File: src/rtl/ee457_mem_pkg.sv
// Shared definitions for the EE457 instruction/data memory arbiter.
// Holds the FSM encoding, the port-select type and the grant decision.
package ee457_mem_pkg;

  typedef enum logic [1:0] {
    IDLE  = 2'd0,
    IBUSY = 2'd1,
    DBUSY = 2'd2
  } state_t;

  typedef enum logic {
    SEL_I = 1'b0,
    SEL_D = 1'b1
  } sel_t;

  // Data wins unless fetch is pending and has already been passed over STARVE_MAX times.
  function automatic sel_t arbitrate(input logic i_pend, input logic d_pend,
                                     input logic starve_ok);
    return (d_pend && (!i_pend || starve_ok)) ? SEL_D : SEL_I;
  endfunction

endpackage

File: src/rtl/ee457_req_hold.sv
// Sticky completion register for one requester: remembers the last served
// access and reports a hit while the requester keeps presenting it.
module ee457_req_hold
  import ee457_mem_pkg::*;
#(
  parameter int AW = 32,
  parameter int DW = 32
) (
  input  logic          clk,
  input  logic          rst,
  input  logic          req,
  input  logic [AW-1:0] req_addr,
  input  logic          req_write,
  input  logic [DW-1:0] req_wdata,
  input  logic          capture,
  input  logic [AW-1:0] cap_addr,
  input  logic          cap_write,
  input  logic [DW-1:0] cap_wdata,
  input  logic          inval,
  input  logic [AW-1:0] inval_addr,
  output logic          hit
);

  logic          hold;
  logic          hold_write;
  logic [AW-1:0] hold_addr;
  logic [DW-1:0] hold_wdata;

  // Store data only matters for stores; a load hit ignores the wdata bus.
  assign hit = hold & req & (req_addr == hold_addr) & (req_write == hold_write) &
               (~hold_write | (req_wdata == hold_wdata));

  // NOTE: sequential state uses non-blocking assignments so every flop samples
  // pre-edge values regardless of statement order.
  always_ff @(posedge clk or negedge rst) begin
    if (!rst) begin
      hold       <= 1'b0;
      hold_write <= 1'b0;
      hold_addr  <= '0;
      hold_wdata <= '0;
    end else if (capture) begin
      hold       <= 1'b1;
      hold_write <= cap_write;
      hold_addr  <= cap_addr;
      hold_wdata <= cap_wdata;
    end else if (!hit || (inval && (inval_addr == hold_addr))) begin
      hold <= 1'b0;
    end
  end

endmodule

File: src/rtl/ee457_mem_arbiter.sv
// Serialises CPU instruction-fetch and data accesses onto one single-port
// memory and freezes the pipeline until every outstanding access is done.
module ee457_mem_arbiter
  import ee457_mem_pkg::*;
#(
  parameter int AW         = 32,
  parameter int DW         = 32,
  parameter int STARVE_MAX = 4
) (
  input  logic          clk,
  input  logic          rst,
  input  logic [AW-1:0] i_addr,
  input  logic          i_req,
  output logic [DW-1:0] i_rdata,
  output logic          i_ready,
  input  logic [AW-1:0] d_addr,
  input  logic [DW-1:0] d_wdata,
  input  logic          d_read,
  input  logic          d_write,
  output logic [DW-1:0] d_rdata,
  output logic          d_ready,
  output logic          stall,
  output logic [AW-1:0] mem_addr,
  output logic [DW-1:0] mem_wdata,
  output logic          mem_read,
  output logic          mem_write,
  input  logic [DW-1:0] mem_rdata,
  input  logic          mem_ack
);

  localparam int CW = (STARVE_MAX < 1) ? 1 : $clog2(STARVE_MAX + 1);
  localparam logic [CW-1:0] CNT_MAX = CW'(STARVE_MAX);

  state_t        state;
  logic [CW-1:0] cnt;
  logic          i_hit, d_hit;
  logic          i_pend, d_pend;
  logic          i_done, d_done;
  sel_t          sel;

  assign i_pend = i_req & ~i_hit;
  assign d_pend = (d_read | d_write) & ~d_hit;
  assign i_done = (state == IBUSY) & mem_ack;
  assign d_done = (state == DBUSY) & mem_ack;
  assign sel    = arbitrate(i_pend, d_pend, cnt < CNT_MAX);

  assign i_ready = i_hit;
  assign d_ready = d_hit;
  assign stall   = i_pend | d_pend | (state != IDLE);

  // A completed store to the held fetch address invalidates it, forcing a re-fetch.
  ee457_req_hold #(.AW(AW), .DW(DW)) u_i_hold (
    .clk        (clk),
    .rst        (rst),
    .req        (i_req),
    .req_addr   (i_addr),
    .req_write  (1'b0),
    .req_wdata  ('0),
    .capture    (i_done),
    .cap_addr   (mem_addr),
    .cap_write  (1'b0),
    .cap_wdata  ('0),
    .inval      (d_done & mem_write),
    .inval_addr (mem_addr),
    .hit        (i_hit)
  );

  ee457_req_hold #(.AW(AW), .DW(DW)) u_d_hold (
    .clk        (clk),
    .rst        (rst),
    .req        (d_read | d_write),
    .req_addr   (d_addr),
    .req_write  (d_write),
    .req_wdata  (d_wdata),
    .capture    (d_done),
    .cap_addr   (mem_addr),
    .cap_write  (mem_write),
    .cap_wdata  (mem_wdata),
    .inval      (1'b0),
    .inval_addr ('0),
    .hit        (d_hit)
  );

  always_ff @(posedge clk or negedge rst) begin
    if (!rst) begin
      state     <= IDLE;
      cnt       <= '0;
      mem_addr  <= '0;
      mem_wdata <= '0;
      mem_read  <= 1'b0;
      mem_write <= 1'b0;
      i_rdata   <= '0;
      d_rdata   <= '0;
    end else begin
      unique case (state)
        IDLE: begin
          if (d_pend || i_pend) begin
            if (sel == SEL_D) begin
              state     <= DBUSY;
              mem_addr  <= d_addr;
              mem_wdata <= d_wdata;
              mem_read  <= d_read;
              mem_write <= d_write;
              if (i_pend) cnt <= cnt + 1'b1;
            end else begin
              state     <= IBUSY;
              mem_addr  <= i_addr;
              mem_wdata <= '0;
              mem_read  <= 1'b1;
              mem_write <= 1'b0;
              cnt       <= '0;
            end
          end
        end
        IBUSY: begin
          if (mem_ack) begin
            state    <= IDLE;
            mem_read <= 1'b0;
            i_rdata  <= mem_rdata;
          end
        end
        DBUSY: begin
          if (mem_ack) begin
            state     <= IDLE;
            mem_read  <= 1'b0;
            mem_write <= 1'b0;
            if (mem_read) d_rdata <= mem_rdata;
          end
        end
        default: state <= IDLE;
      endcase
    end
  end

endmodule

File: config.mk
export PLATFORM = sky130hd
export DESIGN_NAME = ee457_mem_arbiter
export DESIGN_NICKNAME = d
export VERILOG_FILES = /design/src/rtl/ee457_mem_pkg.sv /design/src/rtl/ee457_req_hold.sv /design/src/rtl/ee457_mem_arbiter.sv
export SDC_FILE = /design/constraint.sdc
export NUM_CORES = 1
export LEC_CHECK = 0
export BUFFER_PORTS_ARGS = -buffer_cell sky130_fd_sc_hd__buf_4
export CAP_MARGIN = 10
export CORE_MARGIN = 3
export CORE_UTILIZATION = 48
export CTS_CLUSTER_SIZE = 24
export DETAILED_ROUTE_END_ITERATION = 10
export PLACE_DENSITY = 0.76
export SYNTH_ARGS = -nofsm -noshare
export SYNTH_HDL_FRONTEND = slang
export SYNTH_SLANG_ARGS = --single-unit
File: constraint.sdc
create_clock -name clk -period 2.4 [get_ports clk]
set_clock_uncertainty 0.1 [all_clocks]
set_input_delay 0.12 -clock clk [delete_from_list [all_inputs] [get_ports clk]]
set_output_delay 0.12 -clock clk [all_outputs]
set_load 0.1 [all_outputs]
==> impl_metrics.csv, run 1 <==
group,metric,value,unit
yosys,yosysTopAreaCell,"dfrtp_1",
detailed_routing,drt_iter0_drc,815,
floorplan,die_y,154.8,um
worst_setup_path,path_max_fanout,3,
yosys,postSynthCellCount,1000,
global_routing,grt_overflow,0,
detailed_routing,via_per_inst,5.573,
floorplan,initial_core_util,49.74,%
timing,timing.final.crit_share,124.3,%
floorplan,row_count,53,
global_routing,antenna_found_initial,1,
finish,syn_to_final_growth,51.03,%
global_routing,gr-usage-all-layers,29.70,%
timing,fmaxAchievable,335.3,MHz
worst_setup_path,crit_path_start_kind,"register",
yosys,yosysWarnings,0,
yosys,synth_nets,1139,
detailed_routing,wire_per_inst,21.03,um
worst_setup_path,critPathKind,"register to output pin",
finish,layout.nets,1599,
detailed_routing,drt-total-wl,36830,um
detailed_routing,drt_pass1_iterations,7,
yosys,yosysUniqueCellTypes,41,
floorplan,dieWidth,154.8,um
timing,rsz0062_at_grt,"yes",
detailed_routing,route.detailed.drc,0,
timing,slew_headroom,57.68,%
timing,setup_viol_count_final,73,
clock_network,numClockSinks,234,
timing,postLayoutSetupSlackWorst,-0.5822,ns
outcome,violations,"negative setup slack",
timing,finalMaxSlewViolations,0,
worst_setup_path,critPathCaptureType,"output pin",
yosys,synthArstFlopShare,100.0,%
yosys,synth_flop_cell,"dfrtp_1",
hold_path,min_path_type,"input port to async pin",
worst_setup_path,cp.required,2.18,ns
yosys,synth_top_area_share,55.13,%
clock_network,htreeDepth,1,
finish,final_common_cell,"buf_4",
clock_network,path_clk_slew,0.06,ns
floorplan,dieArea,23950,um^2
yosys,seq_area_frac_synth,55.13,%
outcome,status,"finished, violations left",
clock_network,cts_tree,"done",
yosys,syn_avg_cell_area,10.62,um^2
worst_setup_path,critPathArrivalTime,2.76,ns
timing,hold_viol,0,
floorplan,pin_count,267,
placed_design,gp_congestion,0.9062,
timing,hold_ws,0.06122,ns
detailed_routing,dr_total_vias,9758,
detailed_routing,detail-route-antenna-nets,0,
placed_design,io_buffers,266,
global_routing,first_global_vias,10245,
finish,fin_area,16040,um^2
placed_design,placed_area,13390,um^2
global_routing,grt_max_degree,74,
finish,drive_above_1_share,33.76,%
clock_network,cts_buffer_depth,3,
clock_network,root_buffer,"clkbuf_16",
global_routing,grt_pass1_wl,56180,um
floorplan,coreArea,21350,um^2
clock_network,numCtsBuffers,25,
finish,n_fill_cell,1354,
yosys,synth.ff_latch_count,234,
timing,finalCriticalPeriod,2.982,ns
timing,worst_slew_pin_slew,0.6348,ns
clock_network,clk_latency,0.52,ns
flow_run,maxCapViolCount,0,
yosys,netlist_area,10620,um^2
yosys,synth-edff-count,0,
placed_design,dp_hpwl,22620,um
yosys,netlist_top_cells_area,"dfrtp_1 (55%), xor2_1 (8.5%), mux2_2 (6.8%)",
finish,mostFrequentLayoutCells,"buf_4 (321), dfrtp_1 (234), dlygate4sd3_1 (132)",
## cell families (layout without fill, tap and decap cells)
family	Yosys count	in the layout	share of synthesized area, %
buffers and inverters	155	630	5.949
and+or+nand+nor	233	233	10.38
AOI/OAI and AO/OA	182	182	10.70
adders and majority gates	5	5	0.5890
xor gates and xnor gates	127	127	10.47
other	0	1	0
DFF	234	234	55.13
muxes	64	64	6.785
## cell type report
| class | instances | area, um^2 | area share [%] |
|---|---|---|---|
| Inverter | 101 | 379.1 | 2.363 |
| Clock inverter | 6 | 36.28 | 0.2262 |
| Multi-Input combinational cell | 611 | 4358 | 27.17 |
| Antenna cell | 1 | 2.502 | 0.01560 |
| Sequential cell | 234 | 5856 | 36.50 |
| Clock buffer | 36 | 737.0 | 4.594 |
| Tap cell | 275 | 344.1 | 2.145 |
| Timing Repair Buffer | 487 | 4329 | 26.99 |
## per-layer routing
layer,wire (um),track usage (%)
met5,0,0
met1,13410,36.62
met2,18190,49.58
met3,3611,7.611
met4,1624,12.99
## synthesized netlist by cell type, drive strengths merged, types with 10 or more instances
cell type,count
clkbuf,34
o21ai,137
nand2,108
nor4,24
nand3,10
a222oi,32
nand4,41
nor2,36
xor2,103
xnor2,24
inv,100
buf,20
mux2,64
dfrtp,234
## flip-flops by register name (all words and copies together) (netlist names)
name and cells:
d_rdata 32, i_rdata 32, mem_addr 32, mem_wdata 32, u_d_hold.hold_addr 32, u_d_hold.hold_wdata 32
u_i_hold.hold_addr 32, cnt 3, state 2, mem_read 1, mem_write 1, u_d_hold.hold 1
u_d_hold.hold_write 1, u_i_hold.hold 1
## worst max-delay path, cell delays in order, from the launching register on
cell and delay [ns]:
dfrtp_1 0.41, xor2_1 0.20, nor4_1 0.42, nand4_1 0.23
o31a_4 0.40, nand2b_4 0.15, or2_4 0.26, buf_12 0.17
## final timing paths
| kind | from | end | slack, ns | cells after the start |
|---|---|---|---|---|
| worst max register to register | u_d_hold.hold_wdata[9] | mem_addr[3] | -0.51 | 12 |
| worst min register to register | u_d_hold.hold_addr[5] | u_d_hold.hold_addr[5] | 0.40 | 2 |
| max in group asynchronous | rst | d_rdata[21] | 1.34 | 3 |
| min in group clk | d_write | mem_read | 0.14 | 5 |
| worst max-delay path | u_i_hold.hold_addr[30] | stall | -0.58 | 7 |
| worst min-delay path | rst | u_d_hold.hold_addr[21] | 0.06 | 2 |
## stage by stage
| stage | instances | TNS, ns | setup slack, ns | utilization (%) |
|---|---|---|---|---|
| floorplan | 1000 | -0.08344 | -0.08202 | - |
| global placement | 1554 | -21.00 | -0.3527 | 62.72 |
| detailed placement | 1554 | -23.95 | -0.4406 | 62.72 |
| CTS | 1744 | -26.59 | -0.5727 | 74.32 |
| global route | 1751 | -38.13 | -0.6689 | 75.13 |
| finish | 1751 | -28.48 | -0.5822 | 75.13 |
## timing repair
| item | in CTS | in global routing |
|---|---|---|
| hold buffers | 132 | 0 |
| pin swaps | 26 | 23 |
| gates resized for setup | 48 | 41 |
| hold endpoints to repair | 365 | 0 |
| buffers inserted | 11 | 9 |
| setup endpoints to repair | 73 | 74 |
| cloned | 5 | 1 |
Power of run 1 is left out: the tool's default activity adds up to more than one toggle a clock period on the data nets, which glitch-free logic cannot reach.
==> run 2, diff against run 1 <==
--- a/config.mk
+++ b/config.mk
@@ -11,7 +11,7 @@
 export CORE_UTILIZATION = 48
 export CTS_CLUSTER_SIZE = 24
 export DETAILED_ROUTE_END_ITERATION = 10
-export PLACE_DENSITY = 0.76
+export PLACE_DENSITY = 0.82
 export SYNTH_ARGS = -nofsm -noshare
 export SYNTH_HDL_FRONTEND = slang
 export SYNTH_SLANG_ARGS = --single-unit
==> impl_metrics.csv, run 2 (synthesis results as in run 1) <==
group,metric,value,unit
finish,mostFrequentLayoutCells,"buf_4 (309), dfrtp_1 (234), dlygate4sd3_1 (132)",
worst_setup_path,critPathArrivalTime,2.77,ns
timing,setup_viol_count_final,74,
detailed_routing,drt-total-wl,39270,um
hold_path,min_path_type,"input port to register",
finish,n_fill_cell,1255,
detailed_routing,drt_pass1_iterations,7,
clock_network,root_buffer,"clkbuf_16",
placed_design,io_buffers,266,
worst_setup_path,critPathCaptureType,"output pin",
floorplan,dieWidth,154.8,um
floorplan,pin_count,267,
timing,finalCriticalPeriod,2.989,ns
outcome,violations,"negative setup slack",
timing,hold_viol,0,
clock_network,htreeDepth,1,
timing,worst_slew_pin_slew,0.5574,ns
global_routing,grt_overflow,0,
clock_network,cts_tree,"done",
floorplan,row_count,53,
detailed_routing,wire_per_inst,22.56,um
clock_network,path_clk_slew,0.06,ns
clock_network,cts_buffer_depth,3,
placed_design,dp_hpwl,22700,um
timing,postLayoutSetupSlackWorst,-0.5887,ns
placed_design,gp_congestion,0.9187,
timing,rsz0062_at_grt,"yes",
floorplan,die_y,154.8,um
clock_network,numClockSinks,234,
clock_network,clk_latency,0.54,ns
finish,final_util,75.21,%
finish,layout.nets,1586,
outcome,status,"finished, violations left",
flow_run,maxCapViolCount,0,
clock_network,numCtsBuffers,25,
global_routing,antenna_found_initial,1,
detailed_routing,detail-route-antenna-nets,0,
floorplan,initial_core_util,49.74,%
finish,final_common_cell,"buf_4",
detailed_routing,drt_iter0_drc,994,
worst_setup_path,critPathKind,"register to output pin",
worst_setup_path,path_max_fanout,4,
timing,timing.final.crit_share,124.5,%
detailed_routing,via_per_inst,5.720,
global_routing,grt_max_degree,67,
global_routing,first_global_vias,10553,
global_routing,grt_pass1_wl,60110,um
timing,finalMaxSlewViolations,0,
worst_setup_path,cp.required,2.18,ns
timing,fmaxAchievable,334.6,MHz
detailed_routing,dr_total_vias,9959,
placed_design,place_ws,-0.2019,ns
floorplan,dieArea,23950,um^2
floorplan,coreArea,21350,um^2
timing,slew_headroom,62.84,%
detailed_routing,route.detailed.drc,0,
global_routing,gr-usage-all-layers,31.85,%
finish,syn_to_final_growth,51.21,%
finish,drive_above_1_share,32.90,%
worst_setup_path,crit_path_start_kind,"register",
==> run 2: cell types whose count changed in the layout (fill, tap and decap cells not counted), moves of 5 or more <==
cell,change
bufinv_16,+6
buf_4,-12
o21ai_1,+7
o21ai_2,-7
buf_6,-7
buf_8,+5
==> run 2: path summary, 6_finish.rpt <==
check,cells after the start,to,startpoint,slack (ns)
setup / recovery,7,stall,u_i_hold.hold_addr[1],-0.59
hold / removal,4,u_d_hold.hold,d_write,0.02
setup reg to reg,10,mem_addr[13],u_i_hold.hold_addr[1],-0.51
hold reg to reg,1,cnt[0],cnt[0],0.39
max in group asynchronous,3,u_d_hold.hold_addr[24],rst,1.38
min in group asynchronous,2,u_d_hold.hold_addr[30],rst,0.07
==> run 2: stage by stage <==
step	cell area, um^2	std cells	hold WS, ns	TNS [ns]
2_1_floorplan	10640	1000	-0.2756	-0.08344
3_3_place_gp	13330	1542	0.01918	-3.259
3_5_place_dp	13330	1542	0.02384	-7.378
4_1_cts	15860	1727	0.03742	-18.57
5_1_grt	16060	1741	0.04410	-32.84
6_report	16060	1741	0.02456	-29.94
==> run 2: per-layer routing <==
| layer | part of all wire (%) | vias up | global-route usage [%] |
|---|---|---|---|
| li1 | - | 4311 | - |
| met1 | 35 | 4832 | 40.03 |
| met2 | 49 | 699 | 53.72 |
| met3 | 11 | 117 | 7.694 |
| met4 | 4.1 | 0 | 11.82 |
| met5 | 0 | - | 0 |
==> run 2: area by class of cell <==
cell class	instances	area, um^2	share of cell area [%]
Inverter	101	379.1	2.361
Tap cell	275	344.1	2.142
Multi-Input combinational cell	611	4319	26.89
Clock inverter	12	214.0	1.332
Sequential cell	234	5856	36.46
Timing Repair Buffer	474	4240	26.40
Antenna cell	1	2.502	0.01558
Clock buffer	33	705.7	4.394
==> run 2: what timing repair did <==
action                                  4_1_cts  5_1_grt
hold buffers                                132        0
hold endpoints to repair                    368        0
endpoints found under the setup margin       72       74
pin swaps                                    36       20
gates cloned                                  4        1
setup buffers                                 5       13
gates resized for setup                      41       48
==> run 2: worst max-delay path: stages, from the launching register on <==
cell      delay [ns]
dfrtp_1         0.39
xnor2_1         0.25
nand4_1         0.14
or4_4           0.56
o31a_4          0.32
nand2b_4        0.16
or2_4           0.25
buf_12          0.17
Power of run 2 is left out for the same reason.
==> run 3, diff against run 2 <==
--- a/config.mk
+++ b/config.mk
@@ -11,7 +11,8 @@
 export CORE_UTILIZATION = 48
 export CTS_CLUSTER_SIZE = 24
 export DETAILED_ROUTE_END_ITERATION = 10
-export PLACE_DENSITY = 0.82
+export PLACE_DENSITY = 0.87
+export SLEW_MARGIN = 40
 export SYNTH_ARGS = -nofsm -noshare
 export SYNTH_HDL_FRONTEND = slang
 export SYNTH_SLANG_ARGS = --single-unit
==> impl_metrics.csv, run 3 (synthesis results as in run 1) <==
group,metric,value,unit
outcome,violations,"negative hold slack, negative setup slack",
worst_setup_path,cp.required,2.18,ns
worst_setup_path,critPathArrivalTime,2.81,ns
placed_design,io_buffers,266,
floorplan,coreArea,21350,um^2
global_routing,grt_overflow,0,
timing,hold_ws,-0.001292,ns
finish,syn_to_final_growth,52.34,%
worst_setup_path,worstPathCellList,"xnor2_2 > nand4_1 > or4_4 > o31a_4 > nand2b_4 > or2_4 > buf_12",
floorplan,row_count,53,
timing,rsz0062_at_grt,"yes",
detailed_routing,detail-route-antenna-nets,0,
finish,mostFrequentLayoutCells,"buf_4 (316), dfrtp_1 (234), dlygate4sd3_1 (132)",
placed_design,placed_cells,1549,
clock_network,htreeDepth,1,
worst_setup_path,critPathKind,"register to output pin",
hold_path,min_path_type,"input port to register",
worst_setup_path,reg2reg_depth,9,
floorplan,die_y,154.8,um
clock_network,cts_tree,"done",
detailed_routing,drt_pass1_iterations,8,
detailed_routing,wire_per_inst,23.59,um
finish,layout.nets,1596,
clock_network,numCtsBuffers,25,
timing,worst_slew_pin_slew,0.6394,ns
finish,n_fill_cell,1237,
detailed_routing,drt-total-wl,41310,um
timing,slew_headroom,57.37,%
timing,postLayoutSetupSlackWorst,-0.6330,ns
finish,drive_above_1_share,34.89,%
floorplan,dieWidth,154.8,um
detailed_routing,via_per_inst,5.866,
hold_path,worst_hold_path.num_cells,4,
floorplan,pin_count,267,
global_routing,antenna_found_initial,1,
detailed_routing,dr_total_vias,10272,
global_routing,gr-usage-all-layers,31.88,%
finish,final_common_cell,"buf_4",
timing,hold_viol,1,
placed_design,gp_congestion,0.8985,
global_routing,grt_pass1_wl,59860,um
worst_setup_path,r2r-end,"mem_addr[14]",
clock_network,clk_latency,0.53,ns
detailed_routing,drt_iter0_drc,1195,
hold_path,whs_endpoint,"cnt[0]",
timing,timing.final.crit_share,126.4,%
timing,finalMaxSlewViolations,0,
floorplan,dieArea,23950,um^2
clock_network,path_clk_slew,0.06,ns
floorplan,initial_core_util,49.74,%
clock_network,root_buffer,"clkbuf_16",
worst_setup_path,cpPeakStageDelay,0.58,ns
worst_setup_path,timing.rr.start,"u_i_hold.hold_addr[0]",
global_routing,first_global_vias,10748,
timing,setup_viol_count_final,72,
timing,fmaxAchievable,329.7,MHz
timing,finalCriticalPeriod,3.033,ns
outcome,status,"finished, violations left",
worst_setup_path,crit_path_start_kind,"register",
finish,layout.cells.non_filler,1751,
placed_design,dp_hpwl,22820,um
worst_setup_path,ff2ff_setup_slack,-0.47,ns
clock_network,numClockSinks,234,
finish,diodes,0,
worst_setup_path,critPathCaptureType,"output pin",
global_routing,grt_max_degree,86,
worst_setup_path,crit_slowest_cell,"or4_4",
detailed_routing,route.detailed.drc,0,
worst_setup_path,path_max_fanout,4,
flow_run,maxCapViolCount,0,
clock_network,cts_buffer_depth,3,
hold_path,min_from,"i_req",
run 3: changes by cell type in the layout (fill, tap and decap cells not counted), sizes merged:
cell,before,now
inv,101,102
clkinv,6,7
clkinvlp,0,1
bufbuf,0,1
diode,1,0
bufinv,6,1
buf,339,345
clkbuf,36,42
run 3: layout make-up:
cell class | count | area (um^2) | area share, %
inverters | 101 | 379.1 | 2.343
repair buffers | 484 | 4403 | 27.21
multi-input cells | 611 | 4394 | 27.16
well taps | 275 | 344.1 | 2.127
flip-flops and latches | 234 | 5856 | 36.19
clock inverters | 10 | 87.58 | 0.5413
clock buffers | 36 | 716.9 | 4.431
run 3: worst max-delay path, delay by kind of cell (launching register included):
kind,cells,cell delay (ns)
and+or+nand+nor,4,1.11
DFF,1,0.42
AOI/OAI and AO/OA,1,0.39
xor gates and xnor gates,1,0.20
buffers and inverters,1,0.17
run 3: what timing repair did:
item | 4_1_cts | 5_1_grt
hold endpoints to repair | 329 | 0
pin swaps | 41 | 20
endpoints found under the setup margin | 74 | 74
resized for setup | 53 | 55
cloned | 3 | 8
hold buffers | 132 | 0
setup buffers | 5 | 9
run 3: per-layer routing:
| metal | vias up | part of all wire, % | track usage (%) |
|---|---|---|---|
| met4 | 2 | 5.5 | 13.16 |
| met3 | 187 | 12 | 8.562 |
| met5 | - | 0.041 | 0 |
| met2 | 729 | 50 | 55.35 |
| met1 | 5027 | 33 | 37.49 |
| li1 | 4327 | - | - |
run 3: worst max path at each step:
stage / startpoint / endpoint / depth (start not counted)
after global placement: u_d_hold.hold_wdata[20] / mem_addr[13] / 8
after global routing: u_i_hold.hold_addr[0] / stall / 7
after floorplan: u_i_hold.hold_addr[20] / mem_read / 7
after detailed placement: u_d_hold.hold_addr[20] / mem_addr[27] / 11
final: u_i_hold.hold_addr[0] / stall / 7
after CTS: u_d_hold.hold_wdata[1] / stall / 10
run 3: per-stage QoR:
step | worst slack, ns | area [um^2] | util [%] | TNS (ns)
CTS | -0.6333 | 15770 | 73.85 | -28.40
global route | -0.6728 | 16180 | 75.78 | -28.14
detailed placement | -0.5438 | 13380 | 62.64 | -28.66
global placement | -0.5714 | 13350 | 62.51 | -30.74
floorplan | -0.08202 | 10640 | - | -0.08344
finish | -0.6330 | 16180 | 75.78 | -22.07
Power of run 3 is left out for the same reason.
